## config.mk

```make
export PLATFORM = sky130hd
export DESIGN_NAME = uart_cpu_sys
export DESIGN_NICKNAME = d
export VERILOG_FILES = /design/src/rtl/uart_cpu_sys.sv
export SDC_FILE = /design/constraint.sdc
export NUM_CORES = 1
export LEC_CHECK = 0
export ABC_AREA = 1
export CAP_MARGIN = 20
export CORE_MARGIN = 3
export CORE_UTILIZATION = 40
export DETAILED_ROUTE_END_ITERATION = 7
export GPL_TIMING_DRIVEN = 0
export PLACE_DENSITY_LB_ADDON = 0.12
export SYNTH_ARGS = -nofsm -noshare
export SYNTH_HDL_FRONTEND = slang
export SYNTH_SLANG_ARGS = --single-unit
export TNS_END_PERCENT = 50
```

## constraint.sdc

```tcl
create_clock -name clk -period 3.2 [get_ports clk]
set_clock_uncertainty 0.1 [all_clocks]
set_input_delay 0.64 -clock clk [delete_from_list [all_inputs] [get_ports clk]]
set_output_delay 0.64 -clock clk [all_outputs]
set_load 0.02 [all_outputs]
```

## src/rtl/uart_cpu_sys.sv

```systemverilog
// rtl/uart_cpu_sys.sv - 8N1 UART receiver/transmitter with byte echo and button-triggered byte-count report
module uart_cpu_sys #(
  parameter int CLKS_PER_BIT = 10416,
  parameter int SYNC_STAGES  = 2
) (
  input  logic       clk,
  input  logic       rst,
  input  logic       Rx,
  output logic       Tx,
  input  logic       USER_btn,
  output logic [7:0] LEDS
);

  typedef enum logic [1:0] {S_IDLE, S_START, S_DATA, S_STOP} state_e;

  localparam logic [13:0] BIT_LAST  = 14'(CLKS_PER_BIT - 1);
  localparam logic [13:0] HALF_LAST = 14'(CLKS_PER_BIT / 2 - 1);
  // Stop bit ends one cycle early; the IDLE cycle that follows makes up the full bit.
  localparam logic [13:0] STOP_LAST = 14'(CLKS_PER_BIT - 2);

  logic [SYNC_STAGES-1:0] rx_sync_q, btn_sync_q;
  logic                   btn_prev_q;
  logic                   rx_s, btn_s, btn_fall;

  assign rx_s     = rx_sync_q[SYNC_STAGES-1];
  assign btn_s    = btn_sync_q[SYNC_STAGES-1];
  assign btn_fall = btn_prev_q & ~btn_s;

  always_ff @(posedge clk) begin
    if (rst) begin
      rx_sync_q  <= '1;
      btn_sync_q <= '1;
      btn_prev_q <= 1'b1;
    end else begin
      rx_sync_q  <= {rx_sync_q[SYNC_STAGES-2:0], Rx};
      btn_sync_q <= {btn_sync_q[SYNC_STAGES-2:0], USER_btn};
      btn_prev_q <= btn_s;
    end
  end

  state_e      rx_state_q;
  logic [13:0] rx_cnt_q;
  logic [2:0]  rx_idx_q;
  logic [7:0]  rx_shift_q;
  logic        rx_valid_q;

  always_ff @(posedge clk) begin
    if (rst) begin
      rx_state_q <= S_IDLE;
      rx_cnt_q   <= '0;
      rx_idx_q   <= '0;
      rx_shift_q <= '0;
      rx_valid_q <= 1'b0;
    end else begin
      rx_valid_q <= 1'b0;
      case (rx_state_q)
        S_IDLE: begin
          rx_cnt_q <= '0;
          rx_idx_q <= '0;
          if (!rx_s) rx_state_q <= S_START;
        end
        S_START: begin
          if (rx_cnt_q == HALF_LAST) begin
            rx_cnt_q   <= '0;
            rx_state_q <= rx_s ? S_IDLE : S_DATA;
          end else begin
            rx_cnt_q <= rx_cnt_q + 14'd1;
          end
        end
        S_DATA: begin
          if (rx_cnt_q == BIT_LAST) begin
            rx_cnt_q   <= '0;
            rx_shift_q <= {rx_s, rx_shift_q[7:1]};
            rx_idx_q   <= rx_idx_q + 3'd1;
            if (rx_idx_q == 3'd7) rx_state_q <= S_STOP;
          end else begin
            rx_cnt_q <= rx_cnt_q + 14'd1;
          end
        end
        S_STOP: begin
          if (rx_cnt_q == BIT_LAST) begin
            rx_valid_q <= rx_s;
            rx_state_q <= S_IDLE;
          end else begin
            rx_cnt_q <= rx_cnt_q + 14'd1;
          end
        end
        default: rx_state_q <= S_IDLE;
      endcase
    end
  end

  state_e      tx_state_q;
  logic [13:0] tx_cnt_q;
  logic [2:0]  tx_idx_q;
  logic [7:0]  tx_shift_q;
  logic        tx_q;
  logic [7:0]  leds_q, byte_cnt_q, echo_byte_q;
  logic        echo_pend_q, btn_pend_q;

  always_ff @(posedge clk) begin
    if (rst) begin
      tx_state_q  <= S_IDLE;
      tx_cnt_q    <= '0;
      tx_idx_q    <= '0;
      tx_shift_q  <= '0;
      tx_q        <= 1'b1;
      leds_q      <= '0;
      byte_cnt_q  <= '0;
      echo_byte_q <= '0;
      echo_pend_q <= 1'b0;
      btn_pend_q  <= 1'b0;
    end else begin
      case (tx_state_q)
        S_IDLE: begin
          tx_cnt_q <= '0;
          tx_idx_q <= '0;
          if (echo_pend_q) begin
            tx_shift_q  <= echo_byte_q;
            echo_pend_q <= 1'b0;
            tx_q        <= 1'b0;
            tx_state_q  <= S_START;
          end else if (btn_pend_q) begin
            tx_shift_q <= byte_cnt_q;
            btn_pend_q <= 1'b0;
            tx_q       <= 1'b0;
            tx_state_q <= S_START;
          end
        end
        S_START: begin
          if (tx_cnt_q == BIT_LAST) begin
            tx_cnt_q   <= '0;
            tx_q       <= tx_shift_q[0];
            tx_state_q <= S_DATA;
          end else begin
            tx_cnt_q <= tx_cnt_q + 14'd1;
          end
        end
        S_DATA: begin
          if (tx_cnt_q == BIT_LAST) begin
            tx_cnt_q <= '0;
            if (tx_idx_q == 3'd7) begin
              tx_q       <= 1'b1;
              tx_state_q <= S_STOP;
            end else begin
              tx_idx_q   <= tx_idx_q + 3'd1;
              tx_shift_q <= {1'b0, tx_shift_q[7:1]};
              tx_q       <= tx_shift_q[1];
            end
          end else begin
            tx_cnt_q <= tx_cnt_q + 14'd1;
          end
        end
        S_STOP: begin
          if (tx_cnt_q == STOP_LAST) begin
            tx_state_q <= S_IDLE;
          end else begin
            tx_cnt_q <= tx_cnt_q + 14'd1;
          end
        end
        default: tx_state_q <= S_IDLE;
      endcase

      // Placed after the FSM so a request arriving as a frame starts stays pending.
      if (rx_valid_q) begin
        leds_q      <= rx_shift_q;
        byte_cnt_q  <= byte_cnt_q + 8'd1;
        echo_byte_q <= rx_shift_q;
        echo_pend_q <= 1'b1;
      end
      if (btn_fall) btn_pend_q <= 1'b1;
    end
  end

  assign Tx   = tx_q;
  assign LEDS = leds_q;

endmodule

```

==> load_flow_metrics.sql <==
INSERT INTO impl_metrics (metric_group, metric, value, unit) VALUES
('synthesis', 'post_synth_instance_area', '3850', 'um2'),
('cts', 'ctsHoldBuffers', '0', ''),
('timing', 'timing.slew.headroom', '53.6', '%'),
('cts', 'postCtsSetupBuffers', '0', ''),
('power_and_ir_drop', 'power_leakage', '1.82', 'nW'),
('route', 'detail_route.first_pass.iterations', '5', ''),
('timing', 'max_clock_freq', '0.472', 'GHz'),
('flow_run', 'max_cap_violations', '0', ''),
('synthesis', 'syn_area_per_cell', '7.11', 'um2'),
('cts', 'htree_levels', '3', ''),
('grt', 'first_global_vias', '3135', ''),
('cells_and_area', 'post-route-cell-area', '4320', 'um2'),
('route', 'drtAntennaViolNets', '0', ''),
('run_status', 'outcome', 'finished clean', ''),
('synthesis', 'yosysTopAreaCell', 'sky130_fd_sc_hd__dfxtp_1', ''),
('grt', 'global_route.overflow_total', '0', ''),
('synthesis', 'synth_seq_area_share', '41.1', '%'),
('grt', 'first_pass_grt_wire_length', '14500', 'um'),
('setup_path', 'worstPathArrival', '1.38', 'ns'),
('route', 'totalWireLength', '8410', 'um'),
('synthesis', 'synthCells', '541', ''),
('synthesis', 'synth.yosys.warnings', '0', ''),
('cells_and_area', 'sequential_cell_area_in_the_final_layout', '1580', 'um2'),
('timing', 'worst_slack', '1.08', 'ns'),
('timing', 'final_min_period', '2.12', 'ns'),
('synthesis', 'syn_nets', '559', ''),
('cts', 'numCtsBuffers', '9', ''),
('power_and_ir_drop', 'vdd.ir_drop.worst', '0.248', 'mV'),
('setup_path', 'critical_path.n_buffers_inverters', '1', ''),
('timing', 'setup_viol', '0', ''),
('synthesis', 'synth.top_cells.by_area', 'sky130_fd_sc_hd__dfxtp_1, sky130_fd_sc_hd__nand2_1, sky130_fd_sc_hd__nor2_1', ''),
('placed_design', 'dp.final_hpwl', '6160', 'um'),
('timing', 'layout_worst_path_cycle_share', '66.2', '%'),
('timing', 'drv_slew', '0', ''),
('cts', 'cts.path.max_buffers', '2', ''),
('route', 'post_drt_via_cell_ratio', '4.85', ''),
('setup_path', 'path_cells', 'clkdlybuf4s50_1', ''),
('floorplan', 'die_h', '104', 'um'),
('cells_and_area', 'area_delta_synth_final', '12.4', '%'),
('setup_path', 'rr_startpoint', 'tx_state_q[0]', ''),
('floorplan', 'floorplan.rows', '35', ''),
('hold_path', 'source_of_the_worst_hold_timing_path', 'rx_sync_q[0]', ''),
('setup_path', 'crit_required', '2.46', 'ns'),
('cts', 'cts_num_sinks', '79', ''),
('placed_design', 'pre_cts_slack', '1.27', 'ns'),
('grt', 'overall_track_demand_over_capacity_in_global_routing', '16.1', '%'),
('synthesis', 'synth.lib_cells_used.distinct', '35', ''),
('cells_and_area', 'fin_util', '46.6', '%'),
('timing', 'grt_setup_unrepaired', 'false', ''),
('placed_design', 'postPlaceCellArea', '4120', 'um2'),
('grt', 'grt_antenna_before_repair', '0', ''),
('route', 'dr.first_iter.drc_count', '138', ''),
('cts', 'worst_skew_pair.late_latency', '0.35', 'ns'),
('timing', 'whs', '0.315', 'ns'),
('setup_path', 'crit_path_top_delay_cell', 'sky130_fd_sc_hd__clkdlybuf4s50_1', ''),
('cells_and_area', 'insertedDiodeCount', '0', ''),
('setup_path', 'worstSetupStartpointType', 'flop', ''),
('timing', 'final_hold_viol_count', '0', ''),
('setup_path', 'crit_path_max_fanout', '3', ''),
('setup_path', 'cp_top_family', 'buffers and inverters', ''),
('setup_path', 'cp-end-kind', 'output port', ''),
('cells_and_area', 'nFillCells', '995', ''),
('timing', 'worst_pin_slew', '0.696', 'ns'),
('cts', 'ctsResizeCount', '0', ''),
('floorplan', 'design.die.area', '10800', 'um2'),
('route', 'via_count', '3378', ''),
('route', 'routedWlPerCell', '12.1', 'um'),
('setup_path', 'setup.worst_path.start', 'echo_byte_q[7]', ''),
('cts', 'cts.reportedPaths.clkPinSlew', '0.09', 'ns'),
('floorplan', 'die_width', '104', 'um'),
('cells_and_area', 'nets', '581', '');
==> layout by cell type (no fill, tap or decap), types with 3 or more instances in the layout <==
| cell | instances |
|---|---|
| sky130_fd_sc_hd__nand2_1 | 99 |
| sky130_fd_sc_hd__nor2_1 | 97 |
| sky130_fd_sc_hd__dfxtp_1 | 79 |
| sky130_fd_sc_hd__inv_1 | 49 |
| sky130_fd_sc_hd__o21ai_0 | 37 |
| sky130_fd_sc_hd__nand3_1 | 30 |
| sky130_fd_sc_hd__a21oi_1 | 29 |
| sky130_fd_sc_hd__nand4_1 | 16 |
| sky130_fd_sc_hd__ha_1 | 14 |
| sky130_fd_sc_hd__nor3_1 | 13 |
| sky130_fd_sc_hd__clkdlybuf4s50_1 | 11 |
| sky130_fd_sc_hd__clkbuf_8 | 9 |
| sky130_fd_sc_hd__nand2_2 | 7 |
| sky130_fd_sc_hd__nor2_2 | 7 |
| sky130_fd_sc_hd__clkbuf_1 | 7 |
| sky130_fd_sc_hd__xor2_1 | 7 |
| sky130_fd_sc_hd__a31oi_1 | 6 |
| sky130_fd_sc_hd__buf_2 | 5 |
| sky130_fd_sc_hd__or2_2 | 5 |
| sky130_fd_sc_hd__inv_2 | 4 |
| sky130_fd_sc_hd__nand2_4 | 3 |
| sky130_fd_sc_hd__a21oi_2 | 3 |
| sky130_fd_sc_hd__clkinv_1 | 3 |
==> registers in the layout, indices dropped and copies added (netlist names), named ones only <==
name and cells:
echo_byte_q 8, rx_idx_q 3, tx_idx_q 3, tx_cnt_q 14, rx_state_q 1, rx_cnt_q 14
rx_sync_q 2, echo_pend_q 1, btn_sync_q 2, byte_cnt_q 8, Tx 1, tx_shift_q 8
btn_pend_q 1, rx_valid_q 1, rx_shift_q 8, tx_state_q 2, btn_prev_q 1
==> logic make-up (layout without fill, tap and decap cells) <==
kind of cell / after synthesis / after routing / share of synthesized area, %
buffers and inverters: 73 / 100 / 7.84
DFF: 79 / 79 / 41.1
and+or+nand+nor: 284 / 284 / 33.0
AOI/OAI and AO/OA: 83 / 83 / 11.6
xor gates and xnor gates: 8 / 8 / 1.82
adders and majority gates: 14 / 14 / 4.55
==> report_power, final <==
group | internal [mW] | switching [mW]
Clock | 0.368 | 0.399
Combinational | 0.137 | 0.287
Sequential | 1.02 | 0.0322
Total | 1.53 | 0.719
==> per-layer routing <==
layer  GRT usage (%)  routed length (um)  share of wire, %  vias up
li1                -                   -                 -     1807
met1            22.1                4410                52     1539
met2            25.4                3700                44       26
met3            3.97                 228               2.7        6
met4            3.99                  65              0.77        0
met5               0                   0                 0        -
==> stage by stage <==
step | std cells | total power [mW]
after detailed placement | 681 | 1.51
final | 697 | 2.25
after floorplan | 541 | 1.40
after global routing | 697 | 2.38
after global placement | 681 | 1.50
after CTS | 697 | 2.28
==> path summary, 6_finish.rpt <==
path	endpoint	cells after the start
hold reg to reg	rx_sync_q[1]	1
setup / recovery	LEDS[7]	1
hold / removal	rx_sync_q[1]	1
setup reg to reg	tx_shift_q[0]	8
==> cell usage after synthesis (all sizes together) <==
cell type / instances
clkbuf: 7
nand3: 31
nand3b: 1
nor2: 106
inv: 53
a211oi: 2
clkinv: 5
buf: 8
dfxtp: 79
ha: 14
or2: 5
o21ai: 40
xor2: 7
a31oi: 6
nor3b: 1
xnor2: 1
nand2: 109
nand4: 16
o21bai: 1
a21oi: 32
nor3: 15
o22ai: 2
==> layout make-up <==
class | count | share of cell area (%)
buffer | 15 | 1.88
clock buffer | 9 | 2.87
clock inverter | 7 | 1.85
inverter | 58 | 5.09
multi-input combinational | 389 | 45.4
sequential | 79 | 36.6
tap | 129 | 3.73
timing repair buffer | 11 | 2.55
No activity file was read; power rests on OpenSTA's default activity.
